[src/rtl/genius_round_engine.sv]
`default_nettype none
// ============================================================================
// Module   : genius_round_engine
// Purpose  : Simon-style game engine: LFSR colour source, sequence memory,
//            timed playback, press checking, press timeout and scoring.
// Revision : 1.0 - initial release
// ============================================================================
module genius_round_engine #(
  parameter int          N_CH        = 4,
  parameter int          MAX_LEN     = 16,
  parameter int          ON_CYC      = 25_000_000,
  parameter int          OFF_CYC     = 12_500_000,
  parameter int          TIMEOUT_CYC = 250_000_000,
  parameter logic [15:0] LFSR_SEED   = 16'hACE1,
  localparam int         LW          = $clog2(MAX_LEN + 1)
) (
  input  logic            CLOCK_50,
  input  logic            reset,
  input  logic            enter,
  input  logic            mode,
  input  logic [N_CH-1:0] btn,
  output logic [N_CH-1:0] leds,
  output logic [LW-1:0]   level,
  output logic [LW-1:0]   score,
  output logic [2:0]      state,
  output logic            win,
  output logic            lose,
  output logic            end_time
);

  localparam int          CW       = $clog2(N_CH);
  localparam int          IW       = (MAX_LEN > 1) ? $clog2(MAX_LEN) : 1;
  localparam logic [31:0] OFF_LAST = (OFF_CYC > 0) ? 32'(OFF_CYC - 1) : 32'd0;
  localparam logic [31:0] TO_LAST  = (TIMEOUT_CYC > 0) ? 32'(TIMEOUT_CYC - 1) : 32'd0;

  typedef enum logic [2:0] {
    S_IDLE     = 3'd0,
    S_GEN      = 3'd1,
    S_PLAY_ON  = 3'd2,
    S_PLAY_OFF = 3'd3,
    S_WAIT_IN  = 3'd4,
    S_CHECK    = 3'd5,
    S_WIN      = 3'd6,
    S_LOSE     = 3'd7
  } state_t;

  state_t            st, st_n;
  logic [15:0]       lfsr;
  logic              enter_q, enter_prev;
  logic [N_CH-1:0]   btn_q, btn_prev;
  logic [IW-1:0]     idx, idx_n;
  logic [31:0]       timer, timer_n;
  logic [LW-1:0]     level_n, score_n;
  logic              win_n, lose_n, end_n;
  logic              mode_r, mode_n;
  logic [CW-1:0]     mem [MAX_LEN];

  logic              enter_edge;
  logic [N_CH-1:0]   btn_edge;
  logic [LW-1:0]     lvl_m1;
  logic              last_step;
  logic [CW-1:0]     colour;
  logic [N_CH-1:0]   exp_oh;
  logic [31:0]       shamt;
  logic [31:0]       t_on;

  function automatic logic [N_CH-1:0] onehot(input logic [CW-1:0] c);
    logic [N_CH-1:0] v;
    v    = '0;
    v[c] = 1'b1;
    return v;
  endfunction

  // Edges come from a registered copy so every input bit sees the same one-cycle latency.
  assign enter_edge = enter_q & ~enter_prev;
  assign btn_edge   = btn_q & ~btn_prev;
  assign lvl_m1     = level - LW'(1);
  assign last_step  = (LW'(idx) == lvl_m1);
  assign colour     = CW'(lfsr % 16'(N_CH));
  assign exp_oh     = onehot(mem[idx]);
  assign state      = st;

  // Speed-up halves the on-time every four rounds, capped at an eighth, never below one clock.
  always_comb begin
    shamt = 32'(lvl_m1) >> 2;
    if (shamt > 32'd3) shamt = 32'd3;
    t_on = mode_r ? (32'(ON_CYC) >> shamt) : 32'(ON_CYC);
    if (t_on == 32'd0) t_on = 32'd1;
  end

  always_ff @(posedge CLOCK_50 or negedge reset) begin
    if (!reset) begin
      st         <= S_IDLE;
      lfsr       <= LFSR_SEED;
      enter_q    <= 1'b0;
      enter_prev <= 1'b0;
      btn_q      <= '0;
      btn_prev   <= '0;
      idx        <= '0;
      timer      <= '0;
      level      <= '0;
      score      <= '0;
      win        <= 1'b0;
      lose       <= 1'b0;
      end_time   <= 1'b0;
      mode_r     <= 1'b0;
    end else begin
      st         <= st_n;
      lfsr       <= {1'b0, lfsr[15:1]} ^ (lfsr[0] ? 16'hB400 : 16'h0000);
      enter_q    <= enter;
      enter_prev <= enter_q;
      btn_q      <= btn;
      btn_prev   <= btn_q;
      idx        <= idx_n;
      timer      <= timer_n;
      level      <= level_n;
      score      <= score_n;
      win        <= win_n;
      lose       <= lose_n;
      end_time   <= end_n;
      mode_r     <= mode_n;
    end
  end

  always_ff @(posedge CLOCK_50) begin
    if (st == S_GEN) mem[IW'(lvl_m1)] <= colour;
  end

  always_comb begin
    st_n    = st;
    idx_n   = idx;
    timer_n = timer;
    level_n = level;
    score_n = score;
    win_n   = win;
    lose_n  = lose;
    end_n   = end_time;
    mode_n  = mode_r;
    leds    = '0;

    case (st)
      S_GEN: begin
        idx_n   = '0;
        timer_n = '0;
        st_n    = S_PLAY_ON;
      end
      S_PLAY_ON: begin
        leds = exp_oh;
        if (timer >= t_on - 32'd1) begin
          timer_n = '0;
          st_n    = S_PLAY_OFF;
        end else begin
          timer_n = timer + 32'd1;
        end
      end
      S_PLAY_OFF: begin
        if (timer >= OFF_LAST) begin
          timer_n = '0;
          if (last_step) begin
            idx_n = '0;
            st_n  = S_WAIT_IN;
          end else begin
            idx_n = idx + IW'(1);
            st_n  = S_PLAY_ON;
          end
        end else begin
          timer_n = timer + 32'd1;
        end
      end
      S_WAIT_IN: begin
        leds = btn;
        // A press seen on the final timeout cycle still counts.
        if (btn_edge != '0) begin
          if (btn_edge != exp_oh) begin
            lose_n = 1'b1;
            st_n   = S_LOSE;
          end else begin
            timer_n = '0;
            if (last_step) st_n = S_CHECK;
            else           idx_n = idx + IW'(1);
          end
        end else if (timer >= TO_LAST) begin
          lose_n = 1'b1;
          end_n  = 1'b1;
          st_n   = S_LOSE;
        end else begin
          timer_n = timer + 32'd1;
        end
      end
      S_CHECK: begin
        score_n = level;
        if (level == LW'(MAX_LEN)) begin
          win_n = 1'b1;
          st_n  = S_WIN;
        end else begin
          level_n = level + LW'(1);
          st_n    = S_GEN;
        end
      end
      default: begin
        if (st == S_WIN)  leds = '1;
        if (st == S_LOSE) leds = exp_oh;
        if (enter_edge) begin
          level_n = LW'(1);
          score_n = '0;
          win_n   = 1'b0;
          lose_n  = 1'b0;
          end_n   = 1'b0;
          mode_n  = mode;
          st_n    = S_GEN;
        end
      end
    endcase
  end

endmodule
`default_nettype wire
[config.mk]
export PLATFORM = sky130hd
export DESIGN_NAME = genius_round_engine
export DESIGN_NICKNAME = d
export VERILOG_FILES = /design/src/rtl/genius_round_engine.sv
export SDC_FILE = /design/constraint.sdc
export NUM_CORES = 1
export LEC_CHECK = 0
export CORE_ASPECT_RATIO = 1.1
export CORE_MARGIN = 2
export CORE_UTILIZATION = 55
export CTS_CLUSTER_DIAMETER = 150
export DETAILED_ROUTE_END_ITERATION = 8
export PLACE_DENSITY = 0.85
export SETUP_SLACK_MARGIN = 0.5
export SLEW_MARGIN = 20
export SYNTH_ARGS = -nofsm -noshare
export SYNTH_HDL_FRONTEND = slang
export SYNTH_SLANG_ARGS = --single-unit
[constraint.sdc]
create_clock -name CLOCK_50 -period 11.53 [get_ports CLOCK_50]
set_input_delay 2.8825 -clock CLOCK_50 [delete_from_list [all_inputs] [get_ports CLOCK_50]]
set_output_delay 2.8825 -clock CLOCK_50 [all_outputs]
set_load 0.005 [all_outputs]
==> flow_metrics.py <==
metrics = {
    "run_status": {
        "status": "completed",
    },
    "critical_path": {
        "reg2reg_setup_slack_ns": 6.35,
        "rr_endpoint": "state[1]$_DFFE_PN0P_",
        "worstRegToRegCells": 15,
        "cpPeakStageDelay_ns": 0.49,
        "cp.arrival_ns": 4.01,
        "path_class": "input pin to primary output",
        "cp_slowest_cell": "clkdlybuf4s50_1",
        "end_kind": "primary output",
        "timing.rr.start": "level[0]$_DFFE_PN0P_",
        "crit_chain": "clkdlybuf4s50_1 > nand2_1 > nand2_1 > clkdlybuf4s50_1",
        "endpoint": "leds[1]",
        "critPathBufInv": 2,
        "critPathLaunchType": "input pin",
        "crit_path_start": "btn[1]",
        "crit_required_ns": 8.65,
        "cp.depth": 4,
        "critPathMaxFanout": 2,
        "cp_top_family": "buffers and inverters",
    },
    "route": {
        "drc": 0,
        "dr_total_vias": 4969,
        "detail-route-antenna-nets": 0,
        "vias_per_cell": 6.18,
        "wl_um": 14100,
        "initialDrtViolationCount": 418,
        "firstDrtPassIters": 5,
        "wl_per_cell_um": 17.6,
    },
    "clock_network": {
        "post_cts_buffers": 0,
        "insertion_delay_ns": 0.36,
        "cts_root_buf": "clkbuf_16",
        "cts_tree": "built",
        "htreeDepth": 3,
        "ctsLongestPathBuffers": 2,
        "cts_buffers": 9,
        "cts_resized": 0,
        "cts_sinks": 111,
        "hold_buffers": 0,
        "clkTransAtPathRegs_ns": 0.07,
    },
    "place": {
        "dp_hpwl_um": 9870,
        "gp_congestion": 0.868,
        "io_buffers": 27,
        "place_area_sq_um": 6700,
        "dp_slack_ns": 4.63,
    },
    "cells_and_area": {
        "areaGrowthSynthToFinish_pct": 10.2,
        "drive_gt1_share_pct": 7.95,
        "regArea_sq_um": 2950,
        "fin_area_sq_um": 6980,
        "nFillCells": 872,
        "diodes": 0,
        "fin_nets": 698,
        "multi_input_area_sq_um": 3200,
    },
    "timing": {
        "tightest_slew_ns": 0.927,
        "fin_crit_sh_pct": 59.8,
        "worst_slack_ns": 4.63,
        "setup_viol": 0,
        "rsz0062_at_grt": "false",
        "finClkSkew_ns": 0.0115,
        "tns_ns": 0,
        "hold_violations": 0,
        "layout_min_cycle_time_ns": 6.90,
        "max-slew-margin-rel_pct": 38.1,
        "fmax_mhz": 145,
        "drv_slew": 0,
        "hold_slack_ns": 0.352,
    },
    "synthesis": {
        "ys_ff_latch": 111,
        "synth_area_leaders": "dfrtp_1 (28%), edfxtp_1 (15%), ha_1 (8.1%)",
        "synth_top_area_share_pct": 28.0,
        "ys_warn_count": 0,
        "yosysMostFrequentCell": "nand2_1",
        "yosysSeqAreaShare_pct": 46.5,
        "syn_area_sq_um": 6340,
        "avgSynthCellArea_sq_um": 10.1,
        "yosys-top-cells-count": "nand2_1 (75), dfrtp_1 (71), nor2_1 (46), a21oi_1 (43), ha_1 (41)",
        "synthFlopType": "dfrtp_1",
        "async_reset_ff_share_pct": 71.2,
        "synth-edff-count": 32,
        "ys_types": 70,
        "syn_inst": 629,
        "yosys.area.top_type": "dfrtp_1",
    },
    "grt": {
        "grt_start_max_net_pins": 80,
        "grt_pass1_vias": 4758,
        "gr-total-overflow": 0,
        "grt_pass1_wl_um": 23500,
        "antenna_found_initial": 0,
        "grtUsageTotal_pct": 24.1,
    },
    "power": {
        "peakVddDrop_v": 0.0000863,
        "finalPower_uw": 1310,
        "p_per_area_nw_per_um2": 188,
        "p_leak_uw": 0.00304,
    },
    "floorplan": {
        "fp.dieW_um": 106,
        "dieArea_sq_um": 12400,
        "io_pins": 28,
        "rows": 41,
        "die_h_um": 117,
        "core_sq_um": 11300,
        "initial_utilization_pct": 55.9,
    },
    "flow_run": {
        "max_cap_viol_count": 0,
    },
    "min_path": {
        "worst_hold_path_type": "flip-flop to flip-flop",
    },
}
-- worst register-to-register path, cell delays in order, from the launching register on --
cell,delay [ns]
dfrtp_1,0.59
inv_1,0.17
ha_1,0.30
xor2_1,0.49
o21ai_1,0.29
nor2_1,0.24
inv_1,0.07
ha_1,0.31
nand4_1,0.10
or4_1,0.49
a21oi_1,0.19
o31ai_1,0.15
o211ai_1,0.32
nand3_4,0.49
or3_4,0.55
mux2_4,0.30
-- state kept, by name (all words and copies together) (netlist names) --
register,cells
mem,32
timer,32
lfsr,16
level,5
score,5
btn_prev,4
btn_q,4
idx,4
state,3
end_time,1
enter_prev,1
enter_q,1
lose,1
mode_r,1
win,1
-- cells in the final DEF, fill, tap and decap left out, drive strengths merged, types with 6 or more instances in the layout --
cell type,Yosys,routed
a21o,9,9
a21oi,43,43
a22o,6,6
a31oi,39,39
a41oi,7,7
and3,11,11
clkbuf,16,11
clkdlybuf4s50,0,26
conb,2,14
dfrtp,71,71
dfstp,8,8
edfxtp,32,32
ha,41,41
inv,24,26
mux2,7,7
mux2i,8,8
mux4,6,6
nand2,75,75
nand2b,11,11
nand3,23,23
nand4,11,11
nor2,46,46
nor3,17,17
o21ai,32,32
xnor2,6,6
xor2,6,6
-- logic make-up (layout without fill, tap and decap cells) --
logic type                 Yosys count  in the layout  share of synthesized area (%)
and+or+nand+nor                    221            221                           17.7
other                                2             14                          0.119
AOI/OAI and AO/OA                  166            166                           17.2
muxes                               21             21                           4.82
adders and majority gates           41             41                           8.10
DFF                                111            111                           46.5
xor gates and xnor gates            12             12                           1.78
buffers and inverters               55             68                           3.77
-- where the power goes --
group	switching [uW]	total (uW)	internal (uW)
combinational	313	519	207
sequential	66.3	499	432
clock	146	296	150
-- worst min-delay path by stage --
stage          cells past startpoint  slack (ns)         startpoint                 to
4_1_cts                            0        0.36  lfsr[7]$_DFF_PN1_  lfsr[6]$_DFF_PN1_
3_5_place_dp                       0        0.34  lfsr[2]$_DFF_PN0_  lfsr[1]$_DFF_PN0_
5_1_grt                            0        0.36  lfsr[7]$_DFF_PN1_  lfsr[6]$_DFF_PN1_
6_report                           0        0.35  lfsr[3]$_DFF_PN0_  lfsr[2]$_DFF_PN0_
3_3_place_gp                       0        0.33  lfsr[9]$_DFF_PN0_  lfsr[8]$_DFF_PN0_
2_1_floorplan                      0        0.33  lfsr[2]$_DFF_PN0_  lfsr[1]$_DFF_PN0_
-- layout make-up --
cell class / instances / share of cell area (%)
multi-input combinational: 475 / 45.9
sequential: 111 / 42.2
clock buffer: 11 / 3.33
clock inverter: 5 / 0.609
tap: 150 / 2.69
timing repair buffer: 28 / 4.00
inverter: 24 / 1.29
-- through the flow --
stage,util [%],std cells
6_report,61.6,804
5_1_grt,61.6,804
4_1_cts,61.5,804
3_5_place_dp,59.1,788
3_3_place_gp,59.1,788
2_1_floorplan,-,641
-- routing by layer --
layer / global-route usage [%] / wire length, um
met5: 0 / 0
met4: 11.5 / 439
met3: 3.96 / 647
met2: 41.8 / 7190
met1: 29.5 / 5850
Power figures use the tool's default switching activity.
